File: config.mk
export PLATFORM = sky130hd
export DESIGN_NAME = beta_decode
export DESIGN_NICKNAME = d
export VERILOG_FILES = /design/src/rtl/beta_decode.sv
export SDC_FILE = /design/constraint.sdc
export NUM_CORES = 2
export LEC_CHECK = 0
export ABC_CLOCK_PERIOD_IN_PS = 6200
export CAP_MARGIN = 25
export CELL_PAD_IN_SITES_DETAIL_PLACEMENT = 1
export CELL_PAD_IN_SITES_GLOBAL_PLACEMENT = 2
export CORE_UTILIZATION = 46
export CTS_CLUSTER_DIAMETER = 200
export CTS_CLUSTER_SIZE = 20
export DETAILED_ROUTE_END_ITERATION = 12
export GPL_TIMING_DRIVEN = 0
export PLACE_DENSITY_LB_ADDON = 0.05
export SLEW_MARGIN = 20
export SYNTH_ARGS = -nofsm -noshare
export SYNTH_HDL_FRONTEND = slang
export SYNTH_SLANG_ARGS = --single-unit
File: constraint.sdc
create_clock -name clk -period 6.2 [get_ports clk]
set_input_delay 1.24 -clock clk [delete_from_list [all_inputs] [get_ports clk]]
set_output_delay 1.24 -clock clk [all_outputs]
set_load 0.02 [all_outputs]
File: src/rtl/beta_decode.sv
// Beta decode/operand-fetch stage: owns the register file (with writeback forwarding),
// tracks in-flight destinations to stall RAW/WAW hazards, and registers the ALU-side bundle.
module beta_decode #(
    parameter int NREG = 32
) (
    input  logic        clk,
    input  logic        rst_n,
    input  logic        in_valid,
    output logic        in_ready,
    input  logic [31:0] in_instr,
    input  logic [31:0] in_pc4,
    input  logic        flush,
    input  logic        wb_en,
    input  logic [4:0]  wb_addr,
    input  logic [31:0] wb_data,
    output logic        out_valid,
    input  logic        out_ready,
    output logic [5:0]  alu_fn,
    output logic [31:0] alu_a,
    output logic [31:0] alu_b,
    output logic [4:0]  rc,
    output logic        we,
    output logic        mem_rd,
    output logic        mem_wr,
    output logic [31:0] st_data,
    output logic [1:0]  br,
    output logic [31:0] br_ra,
    output logic [31:0] br_target,
    output logic        illegal
);

    localparam logic [5:0] FN_ADD = 6'h10;
    localparam logic [5:0] OP_LD  = 6'h18;
    localparam logic [5:0] OP_ST  = 6'h19;
    localparam logic [5:0] OP_JMP = 6'h1B;
    localparam logic [5:0] OP_BEQ = 6'h1C;
    localparam logic [5:0] OP_BNE = 6'h1D;

    typedef struct packed {
        logic [5:0]  fn;
        logic [31:0] a;
        logic [31:0] b;
        logic [4:0]  rc;
        logic        we;
        logic        mem_rd;
        logic        mem_wr;
        logic [31:0] st_data;
        logic [1:0]  br;
        logic [31:0] br_ra;
        logic [31:0] br_target;
        logic        illegal;
    } out_t;

    logic [31:0] regs_q [NREG];
    logic [31:0] pending_q, pending_d;
    logic        out_valid_q, out_valid_d;
    out_t        out_q, out_d, dec;

    logic [5:0]  f_op;
    logic [4:0]  f_rc, f_ra, f_rb;
    logic [31:0] lit;
    logic [31:0] ra_val, rb_val, rc_val;
    logic [5:0]  op_fn;
    logic        op_fn_ok, is_op, is_opc;
    logic        use_ra, use_rb, use_rc;
    logic [31:0] wb_clr, pend_eff;
    logic        busy, accept;

    assign f_op = in_instr[31:26];
    assign f_rc = in_instr[25:21];
    assign f_ra = in_instr[20:16];
    assign f_rb = in_instr[15:11];
    assign lit  = {{16{in_instr[15]}}, in_instr[15:0]};

    // A same-cycle writeback is visible to the read that happens in that cycle.
    assign ra_val = (f_ra == 5'd31) ? 32'h0 : (wb_en && wb_addr == f_ra) ? wb_data : regs_q[f_ra];
    assign rb_val = (f_rb == 5'd31) ? 32'h0 : (wb_en && wb_addr == f_rb) ? wb_data : regs_q[f_rb];
    assign rc_val = (f_rc == 5'd31) ? 32'h0 : (wb_en && wb_addr == f_rc) ? wb_data : regs_q[f_rc];

    always_comb begin
        op_fn    = FN_ADD;
        op_fn_ok = 1'b1;
        case (f_op[3:0])
            4'h0:    op_fn = 6'h10;
            4'h1:    op_fn = 6'h11;
            4'h4:    op_fn = 6'h03;
            4'h5:    op_fn = 6'h05;
            4'h6:    op_fn = 6'h07;
            4'h8:    op_fn = 6'h28;
            4'h9:    op_fn = 6'h2E;
            4'hA:    op_fn = 6'h26;
            4'hB:    op_fn = 6'h29;
            4'hC:    op_fn = 6'h30;
            4'hD:    op_fn = 6'h31;
            4'hE:    op_fn = 6'h33;
            default: op_fn_ok = 1'b0;
        endcase
    end

    assign is_op  = (f_op[5:4] == 2'b10) && op_fn_ok;
    assign is_opc = (f_op[5:4] == 2'b11) && op_fn_ok;

    always_comb begin
        dec    = '0;
        dec.fn = FN_ADD;
        dec.rc = f_rc;
        use_ra = 1'b0;
        use_rb = 1'b0;
        use_rc = 1'b0;
        if (is_op || is_opc) begin
            dec.fn = op_fn;
            dec.a  = ra_val;
            dec.b  = is_op ? rb_val : lit;
            dec.we = 1'b1;
            use_ra = 1'b1;
            use_rb = is_op;
        end else begin
            case (f_op)
                OP_LD: begin
                    dec.a      = ra_val;
                    dec.b      = lit;
                    dec.mem_rd = 1'b1;
                    dec.we     = 1'b1;
                    use_ra     = 1'b1;
                end
                OP_ST: begin
                    dec.a       = ra_val;
                    dec.b       = lit;
                    dec.mem_wr  = 1'b1;
                    dec.st_data = rc_val;
                    use_ra      = 1'b1;
                    use_rc      = 1'b1;
                end
                OP_JMP, OP_BEQ, OP_BNE: begin
                    // The ALU computes the link value pc4 + 0 for writeback.
                    dec.a     = in_pc4;
                    dec.we    = 1'b1;
                    dec.br_ra = ra_val;
                    use_ra    = 1'b1;
                    if (f_op == OP_JMP) begin
                        dec.br        = 2'b01;
                        dec.br_target = ra_val & ~32'h3;
                    end else begin
                        dec.br        = (f_op == OP_BEQ) ? 2'b10 : 2'b11;
                        dec.br_target = in_pc4 + (lit << 2);
                    end
                end
                default: dec.illegal = 1'b1;
            endcase
        end
        if (f_rc == 5'd31) begin
            dec.we = 1'b0;
        end
    end

    assign wb_clr   = wb_en ? (32'h1 << wb_addr) : 32'h0;
    assign pend_eff = pending_q & ~wb_clr;
    assign busy     = (use_ra & pend_eff[f_ra]) | (use_rb & pend_eff[f_rb]) |
                      ((use_rc | dec.we) & pend_eff[f_rc]);
    assign in_ready = (!out_valid_q || out_ready) && !flush && !(in_valid && busy);
    assign accept   = in_valid && in_ready;

    always_comb begin
        pending_d = pending_q & ~wb_clr;
        if (flush && out_valid_q && out_q.we) begin
            pending_d[out_q.rc] = 1'b0;
        end
        if (accept && dec.we) begin
            pending_d[f_rc] = 1'b1;
        end
        pending_d[31] = 1'b0;

        out_d       = accept ? dec : out_q;
        out_valid_d = out_valid_q;
        if (accept) begin
            out_valid_d = 1'b1;
        end else if (flush || (out_valid_q && out_ready)) begin
            out_valid_d = 1'b0;
        end
    end

    always_ff @(posedge clk or negedge rst_n) begin
        if (!rst_n) begin
            pending_q   <= '0;
            out_valid_q <= 1'b0;
            out_q       <= '0;
        end else begin
            pending_q   <= pending_d;
            out_valid_q <= out_valid_d;
            out_q       <= out_d;
        end
    end

    // Register contents are deliberately left unreset.
    always_ff @(posedge clk) begin
        if (wb_en && wb_addr != 5'd31) begin
            regs_q[wb_addr] <= wb_data;
        end
    end

    assign out_valid = out_valid_q;
    assign alu_fn    = out_q.fn;
    assign alu_a     = out_q.a;
    assign alu_b     = out_q.b;
    assign rc        = out_q.rc;
    assign we        = out_q.we;
    assign mem_rd    = out_q.mem_rd;
    assign mem_wr    = out_q.mem_wr;
    assign st_data   = out_q.st_data;
    assign br        = out_q.br;
    assign br_ra     = out_q.br_ra;
    assign br_target = out_q.br_target;
    assign illegal   = out_q.illegal;

endmodule

==> load_flow_metrics.sql <==
INSERT INTO impl_metrics (metric_group, metric, value, unit) VALUES
('run_status', 'status', 'finished with violations', ''),
('run_status', 'failed_checks', 'negative setup slack', ''),
('global_route', 'grt_first_pass_wirelength', '473000', 'µm'),
('route', 'drt-vias-per-instance', '8.06', ''),
('pwr', 'power.ir.vdd_worst', '0.000278', 'V'),
('pwr', 'netSwitchingFraction', '31.6', '%'),
('sta', 'post-route-min-period', '6560', 'ps'),
('clocking', 'cts_tree', 'built', ''),
('floorplanning', 'die_area', '148000', 'µm²'),
('logic_synthesis', 'dominantRegCellSynth', 'edfxtp_1', ''),
('placed_design', 'placement.io_buffers', '277', ''),
('global_route', 'total_global_routing_overflow', '0', ''),
('route', 'num_vias', '55000', ''),
('route', 'postRouteAntennaNets', '0', ''),
('floorplanning', 'io_pins', '286', ''),
('pwr', 'power_report.internal_total', '0.0130', 'W'),
('pwr', 'switching_power', '0.00601', 'W'),
('hold_path', 'min-delay-path-class', 'in2async', ''),
('sta', 'post-route-period-util', '106', '%'),
('logic_synthesis', 'yosysMostFrequentCell', 'edfxtp_1', ''),
('clocking', 'cts_root_buffer', 'clkbuf_16', ''),
('route', 'detail_route.wl_per_cell', '52.9', 'µm'),
('logic_synthesis', 'yosys-top-cells-area', 'edfxtp_1 (46%), mux4_2 (27%), dfrtp_1 (7.7%)', ''),
('clocking', 'cts_inserted_buffers', '71', ''),
('route', 'dr.first_iter.drc_count', '11000', ''),
('global_route', 'grt_max_degree', '88', ''),
('placed_design', 'gp_congestion', '0.989', ''),
('logic_synthesis', 'synth.cells.most_frequent', 'edfxtp_1 (1024), mux4_2 (798), o21ai_0 (216)', ''),
('setup_path', 'r2r-start', 'pending_q[27]$_DFF_PN0_', ''),
('setup_path', 'startpoint', 'in_instr[12]', ''),
('global_route', 'grt_pass1_vias', '51900', ''),
('floorplanning', 'row_count', '140', ''),
('pwr', 'combPwrFrac', '22.1', '%'),
('placed_design', 'detailedPlacementHpwl', '259000', 'µm'),
('final_layout', 'final_net_count', '4964', ''),
('logic_synthesis', 'yosys_warnings', '0', ''),
('setup_path', 'timing.critical_path.fanout_max', '10', ''),
('placed_design', 'preCtsSetupSlack', '-830', 'ps'),
('logic_synthesis', 'synth_sequential_area_ratio', '53.3', '%'),
('logic_synthesis', 'number_of_different_library_cells_in_the_post_synthesis_netlist', '75', ''),
('sta', 'worst_slew_margin_rel', '13.0', '%'),
('sta', 'final.setup.worst_slack', '-360', 'ps'),
('floorplanning', 'initial_core_util', '46.3', '%'),
('floorplanning', 'die_w', '385', 'µm'),
('clocking', 'htree_levels', '3', ''),
('setup_path', 'cp.required', '6830', 'ps'),
('final_layout', 'syn2layout_area_growth', '17.3', '%'),
('logic_synthesis', 'synth_top_cell_by_area', 'edfxtp_1', ''),
('sta', 'clock-skew-final', '45.1', 'ps'),
('pwr', 'power_per_cell_area', '240', 'nW/µm²'),
('sta', 'finalSetupViolations', '6', ''),
('floorplanning', 'chipHeight', '385', 'µm'),
('clocking', 'max-clock-path-buffers', '3', ''),
('route', 'finalWirelength', '361000', 'µm'),
('final_layout', 'drive_gt1_share', '30.4', '%'),
('floorplanning', 'core', '146000', 'µm²'),
('route', 'drt_pre_antenna_iters', '9', ''),
('job', 'cap_viol_max_count', '0', ''),
('setup_path', 'arrival', '7190', 'ps'),
('pwr', 'seq_power_share', '50.0', '%'),
('clocking', 'clk_pin_slew', '120', 'ps'),
('final_layout', 'filler_cell_count', '13700', ''),
('logic_synthesis', 'synth.cell_area', '67500', 'µm²'),
('logic_synthesis', 'area_share_of_the_largest_cell_type_after_synthesis', '45.5', '%'),
('global_route', 'initial_antenna_violation_count', '39', ''),
('sta', 'finalHoldViolations', '0', ''),
('route', 'detail_route.drc_violations', '0', ''),
('setup_path', 'timing_worst_setup_path_type', 'in2reg', ''),
('clocking', 'cts_num_sinks', '1233', ''),
('global_route', 'grt_util_all_layers', '48.7', '%'),
('pwr', 'power_leakage', '26.5', 'nW');
worst max-delay path, stage by stage:
cell,delay [ps]
clkdlybuf4s50_1,920
clkbuf_1,920
buf_2,480
clkbuf_2,710
clkbuf_2,760
mux4_2,430
a22oi_1,240
nand2_1,80
o21ai_0,370
o21ai_1,410
o211ai_1,420
o21ai_0,130
area by class of cell:
class | count | area, µm² | share of cell area [%]
Clock inverter | 8 | 100 | 0.126
Tap cell | 1917 | 2400 | 3.03
Timing Repair Buffer | 475 | 6530 | 8.24
Inverter | 83 | 312 | 0.393
Sequential cell | 1233 | 36000 | 45.4
Multi-Input combinational cell | 2578 | 30100 | 38.0
Antenna cell | 30 | 75.1 | 0.0947
Clock buffer | 117 | 1950 | 2.46
Buffer | 385 | 1800 | 2.27
timing repair:
action,CTS,global route
endpoints found under the setup margin,1,0
gates resized for setup,8,0
hold buffers,0,0
setup buffers,5,0
power groups by stage:
stage | registers (W) | logic [W] | clock network, W
after floorplan | 0.00983 | 0.00172 | 0
after global placement | 0.00970 | 0.00378 | 0
after detailed placement | 0.00970 | 0.00400 | 0
after CTS | 0.00951 | 0.00401 | 0.00522
after global routing | 0.00954 | 0.00424 | 0.00544
final | 0.00952 | 0.00421 | 0.00532
path summary, 6_finish.rpt:
path | to | depth (start not counted) | slack [ps]
max reg2reg | st_data[20]$_DFFE_PN0P_ | 10 | 2310
min in group clk | alu_fn[0]$_DFFE_PN0P_ | 1 | 510
min | rc[2]$_DFFE_PN0P_ | 1 | 270
max | alu_b[15]$_DFFE_PN0P_ | 12 | -360
min reg2reg | alu_fn[0]$_DFFE_PN0P_ | 1 | 510
max in group asynchronous | st_data[21]$_DFFE_PN0P_ | 4 | 4420
layer usage:
layer  wire [µm]  track usage [%]
met1      116000             58.5
met2      150000             68.2
met3       60100             22.3
met4       34500             37.0
met5         285                0
placed cells by master (no fill, tap or decap), types with 17 or more instances in the layout:
cell	synthesis	routed
a221oi_1	96	95
buf_2	89	179
o211ai_1	28	28
a31oi_1	18	17
clkbuf_16	0	71
buf_8	0	22
nor2_4	0	31
mux2_2	54	54
buf_16	0	64
nand3_1	112	112
o22ai_1	40	40
buf_1	89	21
a22oi_1	181	181
nand2_1	117	117
inv_1	80	80
mux2i_1	204	204
conb_1	1	32
clkbuf_2	0	97
a21oi_1	170	160
diode_2	0	30
buf_6	0	26
buf_12	0	68
nor2_1	200	168
clkbuf_1	198	148
dfrtp_1	209	209
clkdlybuf4s50_1	0	252
o21ai_0	216	204
edfxtp_1	1024	1024
mux4_2	798	798
a311oi_1	17	17
buf_4	9	26
ha_1	29	29
xnor2_1	23	23
metrics by stage:
stage / hold WS, ps / TNS, ps / std cells / power (W) / instance area, µm²
global route: 279 / 0 / 6800 / 0.0192 / 79200
global placement: 490 / -3999330 / 6473 / 0.0135 / 72800
finish: 272 / -1090 / 6826 / 0.0190 / 79200
CTS: 281 / 0 / 6787 / 0.0187 / 79100
floorplan: 544 / 0 / 4279 / 0.0116 / 67700
detailed placement: 494 / -12270 / 6657 / 0.0137 / 77000
cell families after synthesis:
kind of cell	count (synthesis)	synth area share, %
mux	1056	30.5
compound gates	865	8.39
simple gates	555	3.88
buf+inv	468	2.82
xor+xnor	40	0.530
fa+ha+maj	30	0.567
other cells	1	0.00555
flops	1233	53.3
sequential cells by signal (all words and copies together), names as in the netlist, 5 cells and up:
register and count:
alu_fn 6, st_data 32, rc 5, alu_a 32, regs_q 1024, alu_b 32
br_target 32, pending_q 31, br_ra 32
Note: power is estimated with default switching activity, not from simulation.
